### src/rtl/pipeline_hazard_ctrl.sv
// Hazard and sequencing controller for the five-stage pipeline: load-use stalls,
// taken-branch flushes and multi-cycle MUL occupancy of EX. Optional HAZARD_STATS_EN adds stall/flush counters.
module pipeline_hazard_ctrl #(
    parameter int unsigned MUL_CYCLES = 3
) (
    input  logic        clock,
    input  logic        reset,
    input  logic [19:0] id_instruction,
    input  logic [19:0] ex_instruction,
    input  logic        branch_taken,
    output logic        pc_write,
    output logic        if_id_write,
    output logic        if_id_flush,
    output logic        id_ex_write,
    output logic        id_ex_bubble,
    output logic        ex_mem_bubble,
    output logic        mul_busy
`ifdef HAZARD_STATS_EN
    ,
    output logic [15:0] stall_cycles,
    output logic [15:0] flush_count
`endif
);

    typedef enum logic {
        RUN,
        MUL_WAIT
    } state_t;

    localparam logic [3:0] MUL_LOAD = 4'(MUL_CYCLES - 1);

    state_t     state_q, state_d;
    logic [3:0] cnt_q, cnt_d;

    logic [3:0] ex_op, ex_rx, id_op, id_rx, id_ry, id_rz;
    logic       mul_stall, branch_fire, load_use, id_reads_ex_rx;
    logic       unused_bits;

    assign ex_op = ex_instruction[19:16];
    assign ex_rx = ex_instruction[15:12];
    assign id_op = id_instruction[19:16];
    assign id_rx = id_instruction[15:12];
    assign id_ry = id_instruction[11:8];
    assign id_rz = id_instruction[7:4];
    assign unused_bits = ^{id_instruction[3:0], ex_instruction[11:0]};

    // Which source registers the ID instruction actually reads depends on its opcode.
    always_comb begin
        id_reads_ex_rx = 1'b0;
        case (id_op)
            4'h1:                             id_reads_ex_rx = (id_ry == ex_rx);
            4'h2, 4'h8:                       id_reads_ex_rx = (id_rx == ex_rx) || (id_ry == ex_rx);
            4'h3, 4'h4, 4'h5, 4'h6, 4'h7, 4'hA: id_reads_ex_rx = (id_ry == ex_rx) || (id_rz == ex_rx);
            default:                          id_reads_ex_rx = 1'b0;
        endcase
    end

    assign mul_stall = ((state_q == RUN) && (ex_op == 4'hA) && (MUL_CYCLES > 1)) ||
                       ((state_q == MUL_WAIT) && (cnt_q > 4'd1));
    assign load_use  = (ex_op == 4'h1) && (ex_rx != 4'd0) && id_reads_ex_rx;

    always_comb begin
        pc_write      = 1'b1;
        if_id_write   = 1'b1;
        if_id_flush   = 1'b0;
        id_ex_write   = 1'b1;
        id_ex_bubble  = 1'b0;
        ex_mem_bubble = 1'b0;
        mul_busy      = 1'b0;
        branch_fire   = 1'b0;
        state_d       = state_q;
        cnt_d         = cnt_q;
        if (reset) begin
            pc_write      = 1'b0;
            if_id_write   = 1'b0;
            id_ex_write   = 1'b0;
            if_id_flush   = 1'b1;
            id_ex_bubble  = 1'b1;
            ex_mem_bubble = 1'b1;
            state_d       = RUN;
            cnt_d         = 4'd0;
        end else if (mul_stall) begin
            pc_write      = 1'b0;
            if_id_write   = 1'b0;
            id_ex_write   = 1'b0;
            ex_mem_bubble = 1'b1;
            mul_busy      = 1'b1;
            if (state_q == RUN) begin
                state_d = MUL_WAIT;
                cnt_d   = MUL_LOAD;
            end else begin
                cnt_d = cnt_q - 4'd1;
            end
        end else if ((state_q == MUL_WAIT) && (cnt_q == 4'd1)) begin
            // Last MUL cycle: EX/MEM captures the product with default controls.
            state_d = RUN;
            cnt_d   = 4'd0;
        end else if ((ex_op == 4'h8) && branch_taken) begin
            if_id_flush  = 1'b1;
            id_ex_bubble = 1'b1;
            branch_fire  = 1'b1;
        end else if (load_use) begin
            pc_write     = 1'b0;
            if_id_write  = 1'b0;
            id_ex_bubble = 1'b1;
        end
    end

`ifdef HAZARD_STATS_EN
    logic [15:0] stall_q, stall_d, flush_q, flush_d;

    always_comb begin
        stall_d = stall_q;
        flush_d = flush_q;
        if (!reset && !pc_write && (stall_q != 16'hFFFF)) stall_d = stall_q + 16'd1;
        if (branch_fire && (flush_q != 16'hFFFF))         flush_d = flush_q + 16'd1;
    end

    assign stall_cycles = stall_q;
    assign flush_count  = flush_q;
`endif

    always_ff @(posedge clock) begin
        if (reset) begin
            state_q <= RUN;
            cnt_q   <= 4'd0;
`ifdef HAZARD_STATS_EN
            stall_q <= 16'd0;
            flush_q <= 16'd0;
`endif
        end else begin
            state_q <= state_d;
            cnt_q   <= cnt_d;
`ifdef HAZARD_STATS_EN
            stall_q <= stall_d;
            flush_q <= flush_d;
`endif
        end
    end

endmodule

### config.mk
export PLATFORM = sky130hd
export DESIGN_NAME = pipeline_hazard_ctrl
export DESIGN_NICKNAME = d
export VERILOG_FILES = /design/src/rtl/pipeline_hazard_ctrl.sv
export SDC_FILE = /design/constraint.sdc
export NUM_CORES = 1
export LEC_CHECK = 0
export ABC_AREA = 1
export ABC_CLOCK_PERIOD_IN_PS = 3000
export CAP_MARGIN = 20
export CORE_ASPECT_RATIO = 0.6
export CORE_UTILIZATION = 25
export DETAILED_ROUTE_END_ITERATION = 12
export PLACE_DENSITY = 0.68
export SYNTH_ARGS = -nofsm -noshare
export SYNTH_HDL_FRONTEND = slang
export SYNTH_SLANG_ARGS = --single-unit
export TNS_END_PERCENT = 1
### constraint.sdc
create_clock -name clock -period 3 [get_ports clock]
set_clock_uncertainty 0.1 [all_clocks]
set_input_delay 0.9 -clock clock [delete_from_list [all_inputs] [get_ports clock]]
set_output_delay 0.9 -clock clock [all_outputs]
set_load 0.005 [all_outputs]
Yosys cells after proc, flatten, opt, wreduce, memory -nomap -nowiden
Index checks and enable logic that the tools add are counted.
Storage, ports and cells
  logic and storage cells: 59
  output and inout port bits: 7
  input port bits: 43
  bits in registers: 5
Operators by class
  equality and inequality tests: 16
  bitwise gates (word level): 1
  reductions and logical operators: 13
  magnitude comparators: 1
  mux-type cells: 25
  add/subtract/negate cells: 1
Operators with widths (number)
  $mux 1: 21
  $eq 4x3->1 const B: 4
  $eq 4x4->1 const B: 4
  $eq 4x1->1 const B: 3
  $eq 4x4->1: 3
  $mux 4: 3
  $eq 4x2->1 const B: 2
  $logic_and 1x1->1: 6
  $reduce_or 6->1: 1
  $gt 4x1->1 const B: 1
  $reduce_bool 4->1: 1
  $sub 4x1->4 const B: 1
  $logic_or 1x1->1: 3
  $pmux 1 s3: 1
  $reduce_bool 2->1: 1
  $reduce_or 2->1: 1
  $not 1->1: 1

Logic depth before layout (Yosys ltp)
Gate-level depths: netlist of run 1.
  word-level depth: 9
  mapped depth: 14

Least setup slack after synthesis of run 1
OpenSTA, ideal clock, no wires.
  path kind: input-to-output
  start point: input id_instruction[16]
  end point: output pc_write
  stages on the path: 13
  data arrival time: 1.924 ns
  setup slack: 0.076 ns
  path buffers: 1
  path through: o21ai_4 -> nand3_4 -> nand2_1 -> nand2_1 -> nand2_1 -> nand3_1 -> nor2_1 -> nand2_1 -> nand2_1 -> nand3_1 -> nand2_1 -> inv_1 -> buf_4
Between the ends
  cells in the longest elaborated chain, start to end: 9
  elaborated cells on any way between the ends: 18
  classes of those cells: eq/ne (9); mux (6); reduce/logical (3)
RTL lines
  from (decl): RTL line 8  | input logic [19:0] id_instruction,
  $eq 4x2->1, or another cell as far along: RTL line 50  | case (id_op)
  $reduce_or 6->1 or $reduce_or 2->1 (tied branches): RTL line 50
  $pmux 1 s3 (*): RTL line 50
  $logic_and 1x1->1 (*): RTL line 60  | assign load_use = (ex_op == 4'h1) && (ex_rx != 4'd0) && id_reads_ex_rx;
  $mux 1 (*) (5 in a row)
  to (decl): RTL line 11  | output logic pc_write,
Every way passes the cells marked *; elsewhere a longest branch is shown, timed or not.

Worst setup path in the final report of run 1
  start point: input id_instruction[16]
  end point: output pc_write
Between the ends
  cells in the longest elaborated chain, start to end: 9
  elaborated cells on any way between the ends: 18
  classes of those cells: eq/ne (9); mux (6); reduce/logical (3)
RTL lines
  $eq 4x2->1, or another cell as far along: RTL line 50
  $reduce_or 6->1 or $reduce_or 2->1 (tied branches): RTL line 50
  $pmux 1 s3 (*): RTL line 50
  $logic_and 1x1->1 (*): RTL line 60
  $mux 1 (*): RTL line 102  | end else if (load_use) begin
  $mux 1 (*): RTL line 98  | end else if ((ex_op == 4'h8) && branch_taken) begin
  $mux 1 (*): RTL line 94  | end else if ((state_q == MUL_WAIT) && (cnt_q == 4'd1)) begin
  $mux 1 (*): RTL line 82  | end else if (mul_stall) begin
  $mux 1 (*): RTL line 73  | if (reset) begin
Marked as above.

==> out/qor.txt, run 1 <==
mapped cell area: 641 sq um
total power: 0.000342 W
Crit Path Max Fanout: 6
max-slew violation count: 0
fin nets: 207
Least-Margin Pin Slew: 0.333 ns
Leak Pwr: 0.620 nW
pre-CTS setup slack: -0.977 ns
Clk network pwr share: 37.1%
TritonCTS clock tree: yes
Rows: 13
WHS Path Cells: 1
most frequent cells in the layout: 18 x nand2_1, 16 x buf_4, 15 x inv_1, 13 x clkdlybuf4s50_1
Fillers: 192
run status: finished, violations left
worst hold path type: reg2reg
storage element area: 100 sq um
hold-fix buffers at CTS: 0
failing checks: negative setup slack
CP required: 2.00 ns
Die H: 41.2 um
GR Overflow Total: 0
Vias: 871
share of the yosys chip area belonging to registers: 15.6%
final worst path period need: 3.20 ns
Crit Path Category: in2out
Core Area: 0.00229 sq mm
final setup vio count: 5
clk slew on worst S/H paths: 0.04 ns
RR Startpoint: cnt_q[0]
DRC violations left: 0
GRT Total Usage: 17.8%
Sw Ratio: 30.9%
end of the worst register-to-register path: cnt_q[1]
R2R depth: 11
Reg power frac: 21.6%
area of the multi-input gates: 527 sq um
Clock Sinks: 5
pwr dens: 274 mW/mm^2
Slew Limit Headroom: 77.8%
min-delay src: cnt_q[1]
Initial Util: 27.9%
unrepaired setup endpoints after global routing: yes
P_sw: 0.000106 W
Internal Pwr Total: 0.000237 W
layout cells sized above 1: 36.6%
CP arrival: 2.20 ns
routed len/inst: 11.4 um
die area: 0.00278 sq mm
root buffer cell: clkbuf_8
WHS Endpoint: cnt_q[1]
post-DP HPWL: 1680 um
largest net degree at the start of global routing: 8
Worst Setup Start Kind: input port
synth-to-layout area growth: 95.3%
die width: 67.4 um
Worst-Skew Late Latency: 0.22 ns
max-cap viol count: 0
final hold viol count: 0
number of global-route vias before repair: 794
Post-Syn Instances: 106
final worst slack: -0.200 ns
TritonRoute pass-1 iters: 4
R2R Setup Slk: 1.14 ns
ANT nets after route: 0
commonest non-fill, non-tap cell in the layout: nand2_1
IO buf count: 33
initial antenna violation count: 0
global-route wire length before repair: 3510 um
drt total wl: 2180 um
Net Count, Synth: 151
combinational share of power: 41.4%
Period Utilization, post-route: 107%
Max VDD drop: 0.148 mV
maximum buffer depth of the clock tree: 2
Yosys warning total: 0
gpl congestion: 0.802
Mapped Avg Cell Area: 6.04 sq um
n_diodes: 0
First DRT Iteration DRCs: 22
endpoint class of the critical path: output pin
total CTS buffers: 3
H-tree depth: 1
Peak Freq: 0.312 GHz
Synth cell types: 27
Seq cells post-synth: 5
vias per std cell: 4.56
Top Ports: 50
## power by group through the flow
stage / clock network (W) / logic [W] / registers [W]
global route: 0.000136 / 0.000155 / 0.0000744
finish: 0.000127 / 0.000142 / 0.0000738
detailed placement: 0 / 0.000127 / 0.0000742
CTS: 0.000130 / 0.000137 / 0.0000737
global placement: 0 / 0.000123 / 0.0000739
floorplan: 0 / 0.0000564 / 0.0000733
## final cells by class
type	instances	share of cell area, %
clock buffer	4	3.60
inverter	22	6.80
multi-input combinational	78	42.1
sequential	5	8.00
tap	30	3.00
timing repair buffer	52	36.5
## worst max-delay path: stages
cell and delay, ns:
buf_8 0.10, o21ai_4 0.24, nand3_4 0.15, nand2_2 0.10, nand2_1 0.05, nand2_1 0.05, nand3_1 0.08, nor2_1 0.09
nand2_1 0.07, nand2_2 0.08, nand3_2 0.06, nand2_1 0.06, inv_1 0.04, buf_2 0.12
## routing by layer
layer,part of all wire [%],vias up,global-route usage [%]
li1,-,462,-
met2,44,14,28.5
met1,53,393,24.4
met3,2.6,2,4.17
met5,0,-,0
met4,0.37,0,3.19
## registers in the layout, indices dropped and copies added, names as in the netlist
register / cells
cnt_q: 4
state_q: 1
## worst max path at each step
| stage | to | slack (ns) | start |
|---|---|---|---|
| final | pc_write | -0.20 | id_instruction[16] |
| after global routing | if_id_write | -0.35 | id_instruction[16] |
| after CTS | pc_write | -0.20 | id_instruction[7] |
| after detailed placement | id_ex_bubble | -0.98 | id_instruction[16] |
| after global placement | id_ex_bubble | -0.91 | id_instruction[16] |
| after floorplan | pc_write | 0.08 | id_instruction[16] |
## cells in the mapped netlist
cell type  count  share of area [%]
dfxtp_1        5                 16
a31oi_1        2                2.0
buf_4          1                1.2
inv_2          2                1.2
nor4_1         2                2.0
nor3_1         2                1.6
nand2_2        2                2.0
xnor2_1        4                5.5
a21oi_1        4                3.1
o21ai_1        1               0.78
o21ai_4        1                2.5
o21a_1         1                1.2
nand2_4        1                1.8
a32o_1         1                1.6
clkinv_1       1               0.59
nand3_4        1                2.7
nor3b_1        1                1.2
inv_1         18                 11
clkinv_2       1               0.78
nand2_1       23                 13
nor2_2         2                2.0
nand3_1       10                7.8
and3_1         1               0.98
nor2_1         7                4.1
nand4_1        9                8.8
o21a_2         1                1.4
ha_1           2                3.9
## cell families (layout without fill, tap and decap cells)
kind of cell / after synthesis / after routing / synth area share, %
xor gates and xnor gates: 4 / 4 / 5.47
adders and majority gates: 2 / 2 / 3.91
DFF: 5 / 5 / 15.6
AOI/OAI and AO/OA: 11 / 11 / 12.5
buffers and inverters: 23 / 78 / 14.3
and+or+nand+nor: 61 / 61 / 48.2
## repair_timing
item | CTS | global route
resized for setup | 66 | 12
buffers inserted | 8 | 1
pin swaps | 13 | 13
setup endpoints to repair | 7 | 7
## per-stage QoR
step | hold WS, ns | util, % | setup TNS (ns) | std cells | instance area [sq um]
global placement | 0.419 | 46.9 | -4.60 | 178 | 1080
detailed placement | 0.446 | 46.9 | -4.85 | 178 | 1080
finish | 0.459 | 54.6 | -0.637 | 191 | 1250
floorplan | 0.389 | - | 0 | 106 | 641
global route | 0.507 | 54.6 | -1.21 | 191 | 1250
CTS | 0.454 | 53.2 | -0.611 | 190 | 1220
Power figures use the tool's default switching activity.
==> run 2, diff against run 1 <==
--- a/config.mk
+++ b/config.mk
@@ -10,6 +10,7 @@
 export CAP_MARGIN = 20
 export CORE_ASPECT_RATIO = 0.6
 export CORE_UTILIZATION = 25
+export CTS_CLUSTER_DIAMETER = 50
 export DETAILED_ROUTE_END_ITERATION = 12
 export PLACE_DENSITY = 0.68
 export SYNTH_ARGS = -nofsm -noshare
==> results of run 2 <==
The final DEF is identical to that of run 1; final timing and power are the same.
